### src/rtl/divider_n.sv
// Iterative shift-subtract divider, one quotient bit per cycle, signed or unsigned.
// Optional macro DIVIDER_N_DIV0_FAST_EN: early divide-by-zero exit with div0 flag.
module divider_n #(
   parameter int WIDTH = 64
) (
   input  logic             clk,
   input  logic             rst,
   input  logic             valid_in,
   output logic             ready_out,
   input  logic             signed_in,
   input  logic [WIDTH-1:0] dividend,
   input  logic [WIDTH-1:0] divisor,
   output logic [WIDTH-1:0] quotient,
   output logic [WIDTH-1:0] remainder,
   output logic             valid_out,
   output logic             div0
);
   localparam int CW = $clog2(WIDTH) + 1;

   typedef enum logic [2:0] {IDLE, PREP, CALC, FIX, DONE} state_t;
   state_t state, state_nx;

   logic [WIDTH-1:0] a;       // dividend magnitude, shifted into quotient bits
   logic [WIDTH-1:0] b;       // divisor magnitude
   logic [WIDTH:0]   r;       // partial remainder
   logic [CW-1:0]    cnt;
   logic             sm, qs, rs;
   logic             accept, zero_det;
   logic [WIDTH+1:0] shifted, diff;

   assign accept  = valid_in & ready_out;
   assign shifted = {r, a[WIDTH-1]};
   assign diff    = shifted - {2'b00, b};

`ifdef DIVIDER_N_DIV0_FAST_EN
   logic zf, div0_r;
   assign zero_det = (divisor == '0);
   assign div0     = div0_r;
`else
   assign zero_det = 1'b0;
   assign div0     = 1'b0;
`endif

   always_ff @(posedge clk) begin
      if (rst) state <= IDLE;
      else     state <= state_nx;
   end

   always_comb begin
      state_nx = state;
      case (state)
         IDLE: if (accept) state_nx = zero_det ? FIX : PREP;
         PREP: state_nx = CALC;
         CALC: if (cnt == CW'(WIDTH - 1)) state_nx = FIX;
         FIX:  state_nx = DONE;
         DONE: state_nx = IDLE;
         default: state_nx = IDLE;
      endcase
   end

   always_comb begin
      ready_out = (state == IDLE);
      valid_out = (state == DONE);
   end

   always_ff @(posedge clk) begin
      if (rst) begin
         cnt       <= '0;
         quotient  <= '0;
         remainder <= '0;
`ifdef DIVIDER_N_DIV0_FAST_EN
         div0_r    <= 1'b0;
         zf        <= 1'b0;
`endif
      end else begin
         case (state)
            IDLE: if (accept) begin
               a   <= dividend;
               b   <= divisor;
               sm  <= signed_in;
               cnt <= '0;
`ifdef DIVIDER_N_DIV0_FAST_EN
               zf  <= zero_det;
`endif
            end
            PREP: begin
               qs <= sm & (a[WIDTH-1] ^ b[WIDTH-1]);
               rs <= sm & a[WIDTH-1];
               if (sm & a[WIDTH-1]) a <= -a;
               if (sm & b[WIDTH-1]) b <= -b;
               r  <= '0;
            end
            CALC: begin
               cnt <= cnt + 1'b1;
               // restoring step: keep the difference only when it did not go negative
               if (!diff[WIDTH+1]) begin
                  r <= diff[WIDTH:0];
                  a <= {a[WIDTH-2:0], 1'b1};
               end else begin
                  r <= shifted[WIDTH:0];
                  a <= {a[WIDTH-2:0], 1'b0};
               end
            end
            FIX: begin
`ifdef DIVIDER_N_DIV0_FAST_EN
               div0_r <= zf;
               if (zf) begin
                  quotient  <= '1;
                  remainder <= a;
               end else begin
                  quotient  <= qs ? -a : a;
                  remainder <= rs ? -r[WIDTH-1:0] : r[WIDTH-1:0];
               end
`else
               quotient  <= qs ? -a : a;
               remainder <= rs ? -r[WIDTH-1:0] : r[WIDTH-1:0];
`endif
            end
            default: ;
         endcase
      end
   end
endmodule

### config.mk
export PLATFORM = sky130hd
export DESIGN_NAME = divider_n
export DESIGN_NICKNAME = d
export VERILOG_FILES = /design/src/rtl/divider_n.sv
export SDC_FILE = /design/constraint.sdc
export NUM_CORES = 1
export LEC_CHECK = 0
export ABC_AREA = 1
export BUFFER_PORTS_ARGS = -buffer_cell sky130_fd_sc_hd__buf_2
export CAP_MARGIN = 30
export CORE_UTILIZATION = 55
export CTS_CLUSTER_DIAMETER = 200
export CTS_CLUSTER_SIZE = 30
export DETAILED_ROUTE_END_ITERATION = 10
export PLACE_DENSITY = 0.78
export RECOVER_POWER = 50
export SETUP_SLACK_MARGIN = 0.1
export SLEW_MARGIN = 20
export SYNTH_ARGS = -nofsm -noshare
export SYNTH_HDL_FRONTEND = slang
export SYNTH_SLANG_ARGS = --single-unit
### constraint.sdc
create_clock -name clk -period 12.09 [get_ports clk]
set_input_delay 0 -clock clk [delete_from_list [all_inputs] [get_ports clk]]
set_output_delay 0 -clock clk [all_outputs]
set_load 0.01 [all_outputs]
[After elaboration in Yosys (flattened, before gate mapping)]
Index checks and enable logic that the tools add are counted.
Word-level totals
  register bits after elaboration: 334
  output and inout bits: 131
  logic and storage cells: 58
Cells by class
  add/sub/neg operators: 5
  equality and inequality tests: 9
  mux-type cells: 16
  bitwise logic cells: 6
  reductions and logical operators: 12
Operators by type and width (number)
  64-bit 2-to-1 mux: 6
  64-bit negation: 3
  64-bit one-hot mux with 3 select lines: 1
  65-bit one-hot mux with 2 select lines: 1
  64-bit one-hot mux with 2 select lines: 1
  66-bit by 64-bit subtractor with 66-bit output: 1
  65-bit 2-to-1 mux: 1
  7-bit one-hot mux with 2 select lines: 1
  3-bit one-hot mux with 4 select lines: 1
  2-bit AND reduction: 4
  4-bit AND reduction: 2
  7-bit by 1-bit adder with 7-bit output, second input constant: 1
  7-bit by 6-bit equality test with 1-bit output, second input constant: 1
  7-bit 2-to-1 mux: 1
  3-bit by 2-bit equality test with 1-bit output, second input constant: 2
  3-bit 2-to-1 mux: 2
  2-bit inequality test, second input constant: 3
  2-bit nonzero test: 3
  1-bit AND: 4
  3-bit by 1-bit equality test with 1-bit output, second input constant: 1
  3-bit equality test, second input constant: 1
  3-bit logical NOT: 1
  3-bit AND reduction: 1
  3-bit nonzero test: 1
  other kinds (4): 4

[Depth between registers and ports, before layout]
Gate-level depths: netlist of run 1.
  depth in word-level cells: 4
  depth in mapped cells: 20
  mapped depth without buffers: 20

[Worst setup path before layout of run 1]
OpenSTA, ideal clock, no wires.
  path type: reg2reg
  from: register state[1]
  to: register b[10] (enable)
  setup time: 820 ps
  data arrival time: 10424 ps
  data required time: 11270 ps
  slack: 846 ps
  stages on the path, launching flop included: 4
  period minus slack after synthesis: 11244 ps
  cells stage by stage: dfxtp_1 clkbuf_1 o31ai_1 a2111oi_0
Between the ends
  longest elaborated chain between the ends: 4
  elaborated cells on any way between the ends: 7
  those cells by class: eq/ne: 3; bitwise: 1; reduce/logical: 3
Ends and longest elaborated chain
  start, declared: line 21  | state_t state, state_nx;
  start signal, assigned: line 46  | else state <= state_nx;
  3-bit logical NOT: line 62, 76
  1-bit AND: line 31  | assign accept = valid_in & ready_out;
  2-bit by 1-bit inequality test with 1-bit output (no source line)
  4-bit AND reduction (no source line) (*)
  end signal, assigned: line 79  | b <= divisor;
  end signal, assigned: line 90  | if (sm & b[WIDTH-1]) b <= -b;
  end, declared: line 24  | logic [WIDTH-1:0] b;
Mark *: on every way between the ends. The rest lies on a longest branch, timed or not.
A chain may end at the register's enable or synchronous reset.

[Worst setup path in the final report of run 1]
  from: register state[1]
  to: register b[63], data pin
Between the ends
  longest elaborated chain between the ends: 2
  elaborated cells on any way between the ends: 3
  those cells by class: eq/ne: 1; mux: 1; reduce/logical: 1
Ends and longest elaborated chain
  3-bit by 1-bit equality test with 1-bit output / 3-bit logical NOT (equally long branches): line 76  | case (state)
  64-bit one-hot mux with 2 select lines (*): line 76
Marks and branches as above.

==> results of run 1 <==
==> per-stage QoR <==
stage	utilization	total power [mW]
after floorplan	-	2.59
after global placement	0.595	3.12
after detailed placement	0.595	3.12
after global routing	0.629	4.03
final	0.630	3.84
after CTS	0.634	3.77
==> power by group <==
part	switching [mW]	internal [mW]	leakage (nW)	total, mW
combinational	1.17	0.494	9.46	1.67
clock	0.391	0.245	0.211	0.636
sequential	0.147	1.40	2.97	1.54
==> sequential cells by signal (all words and copies together) (netlist names) <==
name	flops
a	64
quotient	64
qs	1
sm	1
rs	1
cnt	7
remainder	64
state	3
r	65
b	64
==> synth_stat cells (9+ instances only) <==
master and n:
edfxtp_1 196, inv_2 20, o21ai_1 13, buf_1 12, a31oi_1 28, nand3_1 188
clkbuf_1 91, o21bai_1 20, ha_1 68, nor4_1 26, o221ai_1 55, nor2_2 11
nand4_1 75, o211ai_1 58, nor2_1 605, nand2_1 1118, dfxtp_1 138, inv_1 494
nor3_1 58, o21ai_0 153, nand2_2 9, xor2_1 142, a21oi_1 218
==> how the worst min path moves through the flow <==
stage            end         from  cells past startpoint
6_report       b[36]  divisor[36]                      4
5_1_grt        b[22]  divisor[22]                      4
4_1_cts           sm    signed_in                      2
3_5_place_dp      sm    signed_in                      1
3_3_place_gp      sm    signed_in                      1
2_1_floorplan     sm    signed_in                      0
==> cell families after synthesis <==
group / Yosys count
adders and majority gates: 69
and+or+nand+nor: 2121
xor gates and xnor gates: 149
AOI/OAI and AO/OA: 565
DFF: 334
buffers and inverters: 638
other: 1
==> metal layers <==
| layer | global-route usage | up-vias |
|---|---|---|
| li1 | - | 13238 |
| met1 | 0.537 | 12757 |
| met2 | 0.669 | 1665 |
| met3 | 0.0566 | 330 |
| met4 | 0.225 | 4 |
| met5 | 0 | - |
==> timing repair <==
| item | 4_1_cts | 5_1_grt |
|---|---|---|
| hold buffers | 131 | 0 |
| hold endpoints to repair | 153 | 0 |
| buffers inserted | 0 | 0 |
==> layout make-up <==
class	instances	area, µm²
clock inverter	2	38.8
clock buffer	24	409
tap	600	751
timing repair buffer	409	2590
inverter	516	1940
sequential	334	8650
multi-input combinational	2905	14300
fill	4365	16800
antenna	3	7.51
==> worst reg2reg max path, cell delays in order (launching register included) <==
cell and delay (ns):
dfxtp_1 0.38, nor2_1 0.14, nand2_1 0.83, inv_1 0.78, clkbuf_1 2.65, nor2_1 0.52
a31oi_1 0.37
==> metrics.md, run 1 <==
| Metric | Value |
|---|---|
| Post-synthesis sequential area ratio | `0.341` |
| Most used cell along the critical path | `nor2_1` |
| Critical Path Sink | `b[63]` |
| Largest family of logic cells by synthesized area | `simple AND/OR/NAND/NOR gates` |
| Starting Density | `0.558` |
| Setup slack on the worst flop-to-flop path | `roughly 6.2 ns` |
| DR WL/cell | `20.8 µm` |
| # Max-Cap Violations | `10` |
| Post-synth top flop | `edfxtp_1` |
| Crit-path max cell delay | `2.64 ns` |
| Slowest-stage cell, CP | `clkbuf_1` |
| Max IR drop VDD | `0.165 mV` |
| Area contributors post-synth | `edfxtp_1, nand2_1, dfxtp_1` |
| TritonCTS buffer count | `15` |
| Ys Warns | `0` |
| Nets | `4,382` |
| Placed instance count | `4,631` |
| Crit path from | `state[1]` |
| GRT Util Overall | `0.414` |
| Height of the die | `217 µm` |
| Drt via density | `5.84` |
| I/O Buffers | `261` |
| Post-synthesis simple-gate area fraction | `0.345` |
| GPL Wtd Cong | `1.08` |
| Final ANT Viol Nets | `0` |
| CTS tree | `done` |
| Post-synthesis compound-gate area fraction | `0.131` |
| Ys async rst share | `0` |
| Netlist cell types | `50` |
| Reg2reg start | `state[1]` |
| Final setup TNS | `0 ns` |
| Setup crit end kind | `flip-flop` |
| Min Tclk post-route | `slightly below 6 ns` |
| CP delay by family, top | `buffers and inverters` |
| Syn_nets | `4,078` |
| Met2 Wirelength | `about 45,000 µm` |
| Vias in the first global route | `25.6k` |
| Post-route cell area | `between 0.02 and 0.03 mm²` |
| Reg2Reg Depth | `6` |
| LEAKAGE | `about 13 nW` |
| Pre-CTS setup slack | `8.75 ns` |
| CP cell instances | `nor2_1, nand2_1, inv_1, clkbuf_1, nor2_1, a31oi_1` |
| Top Ports | `263` |
| Highest clock rate | `0.171 GHz` |
| Final worst-path cycle share | `0.484` |
| Clk Latency, worst-skew pair | `0.57 ns` |
| DPL Wire Length | `76,500 µm` |
| Clock slew at reported path FFs | `0.14 ns` |
| Largest net degree at the start of global routing | `90` |
| Critical path type | `reg2reg` |
| Slew Viols, Final | `596` |
| Resize count post-CTS | `0` |
| Wl on met1 | `~40,000 µm` |
| Final worst slack | `6.24 ns` |
| Failing checks | `max-capacitance violations, max-slew violations` |
| CTS root buffer | `clkbuf_16` |
| Fin cells | `4,793` |
| Final number of setup-violating endpoints | `0` |
| 1st-pass router iterations | `7` |
| Max Used Layer | `met5` |
| Core Area | `0.0455 mm²` |
| Synthesized instance count | `3,877` |
| Routed via count | `about 28k` |
| Clk_skew | `around 0.057 ns` |
| Initial DRC count | `3,457` |
| Placed cell areas | `between 0.02 and 0.03 mm²` |
| XOR/XNOR Fraction of Synth Area | `0.0514` |
| Actual slew at the worst max-slew pin | `3.81 ns` |
| EDFF count, synth | `196` |
| Adder-Cell Fraction of Synth Area | `0.0343` |
| Post-synth top area cell | `edfxtp_1` |
| Cell area power density | `134 mW/mm²` |
| Wirelength, routed | `99,500 µm` |
| Crit. path cell count | `6` |
| Die ar. | `0.0470 mm²` |
| Initial antenna violation count | `4` |
| CP max FO | `77` |
| Worst path bufs/invs | `2` |
| Relative slew margins | `-1.54` |
| Reg2reg end | `b[63]` |
| Synth Area per Inst | `~6.5 µm²` |
| Final hold vios | `0` |
| Maximum level of the CTS H-tree | `1` |
| Layout area overhead | `12.9%` |
| Area of the mapped netlist | `about 0.025 mm²` |
| Mux contribution to synthesized area | `0` |
| CP Data Arrival Time | `6.21 ns` |
| RSZ-0062 raised after global routing | `no` |
| Met3 WL | `between 9000 and 10,000 µm` |
| Yosys top cell area share | `0.232` |
| Tightest hold margin | `0.246 ns` |
| Sink Count | `334` |
| First-pass GRT wire length | `150,000 µm` |
| #FFs+latches synth | `between 300 and 400` |
| # DRC | `0` |
| Crit path required time | `12.45 ns` |
| Ratio of cells with drive above 1 in the final layout | `0.0516` |
| Total congestion overflow | `0` |
| Commonest non-fill, non-tap cell in the layout | `nand2_1` |
| CP startpoint kind | `flip-flop` |
| Rows | `78` |
| DIE WIDTH | `around 220 µm` |
| CTS Buffer Depth | `3` |
| Status | `complete, but fails checks` |
| Hold WC Path Type | `in2reg` |
| Commonest non-fill, non-tap cells in the layout | `nand2_1, nor2_1, inv_1` |
(Power assumes the default switching activity.)
==> inputs of run 2 (changes only) <==
--- a/config.mk
+++ b/config.mk
@@ -12,7 +12,7 @@
 export CTS_CLUSTER_DIAMETER = 200
 export CTS_CLUSTER_SIZE = 30
 export DETAILED_ROUTE_END_ITERATION = 10
-export PLACE_DENSITY = 0.78
+export PLACE_DENSITY = 0.75
 export RECOVER_POWER = 50
 export SETUP_SLACK_MARGIN = 0.1
 export SLEW_MARGIN = 20
==> constraint.sdc (replaced) <==
create_clock -name clk -period 5.4 [get_ports clk]
set_input_delay 0 -clock clk [delete_from_list [all_inputs] [get_ports clk]]
set_output_delay 0 -clock clk [all_outputs]
set_load 0.01 [all_outputs]
==> run 2 against run 1 <==
  * The run still ends with max-capacitance violations, max-slew violations left
  * Setup slack worse by 5.1 ns
  * Cell area is 0.12% higher
  * Sequential cell count is the same
  * Count of clock-buffer cells in the layout is the same
  * Non-clock buffer count is the same
  * Global-route usage shrank 2.1 points
  * Via count is 0.48% higher
  * Combinational power increased by 120%
  * Register-to-register slack worse by 5.1 ns
  * Sequential share of layout area is essentially flat
  * Highest routed layer unchanged
==> metrics.md, run 2 (synthesis gave the netlist of run 1 again) <==
| Metric | Value |
|---|---|
| Slew Viols, Final | `252 (was 596)` |
| CP cell instances | `nor2_1, nand2_1, inv_1, clkbuf_2, nor2_1, a31oi_1 (was nor2_1, nand2_1, inv_1, clkbuf_1, nor2_1, a31oi_1)` |
| DIE WIDTH | `217 µm (unchanged)` |
| Final hold vios | `0 (unchanged)` |
| Vias in the first global route | `25.7k (was 25.6k)` |
| Worst path bufs/invs | `2 (unchanged)` |
| Status | `complete, but fails checks (unchanged)` |
| Psw | `3.76 mW (was 1.71 mW)` |
| GRT Util Overall | `0.393 (was 0.414)` |
| Combinational power share | `0.428 (was 0.433)` |
| I/O Buffers | `261 (unchanged)` |
| Highest clock rate | `0.233 GHz (was 0.171 GHz)` |
| Commonest non-fill, non-tap cells in the layout | `nand2_1, nor2_1, inv_1 (unchanged)` |
| Initial DRC count | `3,673 (was 3,457)` |
| # DRC | `0 (unchanged)` |
| Most used cell along the critical path | `nor2_1 (unchanged)` |
| Max FFs per register | `65 (unchanged)` |
| Post-route cell area | `0.0287 mm² (was 0.0286 mm²)` |
| CP startpoint kind | `flip-flop (unchanged)` |
| Height of the die | `217 µm (unchanged)` |
| Clk Latency, worst-skew pair | `0.56 ns (was 0.57 ns)` |
| CP Data Arrival Time | `4.58 ns (was 6.21 ns)` |
| TritonCTS buffer count | `15 (unchanged)` |
| Relative slew margins | `-1.20 (was -1.54)` |
| Reg with most FFs | `r (unchanged)` |
| DR WL/cell | `19.8 µm (was 20.8 µm)` |
| Crit path required time | `5.69 ns (was 12.45 ns)` |
| Switching Fraction | `0.442 (was 0.445)` |
| Final worst-path cycle share | `0.794 (was 0.484)` |
| Actual slew at the worst max-slew pin | `3.30 ns (was 3.81 ns)` |
| Total congestion overflow | `0 (unchanged)` |
| Maximum level of the CTS H-tree | `1 (unchanged)` |
| Commonest non-fill, non-tap cell in the layout | `nand2_1 (unchanged)` |
| Sink Count | `334 (unchanged)` |
| Drt via density | `5.87 (was 5.84)` |
| Crit-path max cell delay | `1.43 ns (was 2.64 ns)` |
| Starting Density | `0.558 (unchanged)` |
| Power Total | `8.50 mW (was 3.84 mW)` |
| Wirelength, routed | `95,000 µm (was 99,500 µm)` |
| Hold WC Path Type | `in2reg (unchanged)` |
| Final setup TNS | `0 ns (unchanged)` |
| Clk pwr share | `0.167 (was 0.165)` |
| Final ANT Viol Nets | `0 (unchanged)` |
| Nets | `4,382 (unchanged)` |
| Max IR drop VDD | `0.338 mV (was 0.165 mV)` |
| CP max FO | `47 (was 77)` |
| DPL Wire Length | `72,200 µm (was 76,500 µm)` |
| Setup crit end kind | `flip-flop (unchanged)` |
| Cell area power density | `297 mW/mm² (was 134 mW/mm²)` |
| Rows | `78 (unchanged)` |
| RSZ-0062 raised after global routing | `no (unchanged)` |
| Largest net degree at the start of global routing | `97 (was 90)` |
| Ratio of cells with drive above 1 in the final layout | `0.0530 (was 0.0516)` |
| CP delay by family, top | `simple AND/OR/NAND/NOR gates (was buffers and inverters)` |
| Clk_skew | `0.0654 ns (was 0.0569 ns)` |
| Die ar. | `0.0470 mm² (unchanged)` |
| GPL Wtd Cong | `1.16 (was 1.08)` |
| Fillers | `4,433 (was 4,365)` |
| Failing checks | `max-capacitance violations, max-slew violations (unchanged)` |
| LEAKAGE | `12.7 nW (was 12.6 nW)` |
| Clock slew at reported path FFs | `0.12 ns (was 0.14 ns)` |
| Register share of total power | `0.405 (was 0.401)` |
| CTS Buffer Depth | `3 (unchanged)` |
| Final number of setup-violating endpoints | `0 (unchanged)` |
| CTS root buffer | `clkbuf_16 (unchanged)` |
| Core Area | `0.0455 mm² (unchanged)` |
| Critical path type | `reg2reg (unchanged)` |
| Layout area overhead | `13.0% (was 12.9%)` |
| First-pass GRT wire length | `144,000 µm (was 150,000 µm)` |
| Tightest hold margin | `0.266 ns (was 0.246 ns)` |
| Placed cell areas | `0.0271 mm² (about the same)` |
| Initial antenna violation count | `6 (was 4)` |
| CTS tree | `done (unchanged)` |
| 1st-pass router iterations | `6 (was 7)` |
| Int Power | `4.74 mW (was 2.13 mW)` |
| Min Tclk post-route | `4.29 ns (was 5.85 ns)` |
| Slowest-stage cell, CP | `nand2_1 (was clkbuf_1)` |
| Top Ports | `263 (unchanged)` |
| # Max-Cap Violations | `4 (was 10)` |
| Routed via count | `28.1k (was 28.0k)` |
[run 2: cell types whose count changed in the layout (fill, tap and decap cells not counted), sizes merged]
cell	change
clkbuf	-5
diode	+3
buf	+5
inv	-1
[run 2: layer usage]
metal,GRT usage,vias up,share of wire
met4,0.249,4,0.076
li1,-,13254,-
met3,0.0607,353,0.10
met2,0.620,1749,0.44
met1,0.505,12769,0.39
met5,0,-,0.00033
[run 2: worst paths after layout]
check                                  from      to  slack [ns]  cells after the start
worst max register to register     state[1]   b[60]        1.11                      6
worst max-delay path               state[1]   b[60]        1.11                      6
worst min register to register       cnt[5]  cnt[5]        0.47                      1
worst min-delay path            divisor[42]   b[42]        0.27                      4
[run 2: area by class of cell]
class | instances | area [µm²] | area share
Antenna cell | 6 | 15.0 | 0.000524
Clock buffer | 24 | 409 | 0.0143
Clock inverter | 1 | 30.0 | 0.00105
Inverter | 516 | 1940 | 0.0676
Multi-Input combinational cell | 2905 | 14300 | 0.498
Sequential cell | 334 | 8650 | 0.302
Tap cell | 600 | 751 | 0.0262
Timing Repair Buffer | 409 | 2600 | 0.0908
[run 2: metrics by stage]
stage	util	cells	worst slack (ns)
floorplan	-	3877	0.401
global placement	0.595	4631	2.15
detailed placement	0.595	4631	2.05
CTS	0.634	4787	2.01
global route	0.630	4789	0.963
finish	0.630	4795	1.11
[run 2: power by group through the flow]
stage          Combinational (mW)  Clock, mW  Sequential (mW)
3_5_place_dp                 3.43          0             3.48
6_report                     3.64       1.42             3.45
2_1_floorplan                2.40          0             3.39
5_1_grt                      3.94       1.49             3.47
3_3_place_gp                 3.42          0             3.48
4_1_cts                      3.52       1.42             3.43
[run 2: worst reg2reg max path, cell delays in order (launching register included)]
cell,delay [ns]
dfxtp_1,0.56
nor2_1,0.11
nand2_1,1.43
inv_1,0.67
clkbuf_2,0.70
nor2_1,0.49
a31oi_1,0.08
[run 2: what timing repair did]
item | 4_1_cts | 5_1_grt
hold buffers | 131 | 0
gates resized for setup | 0 | 0
setup buffers | 0 | 0
endpoints found under the hold margin | 150 | 0
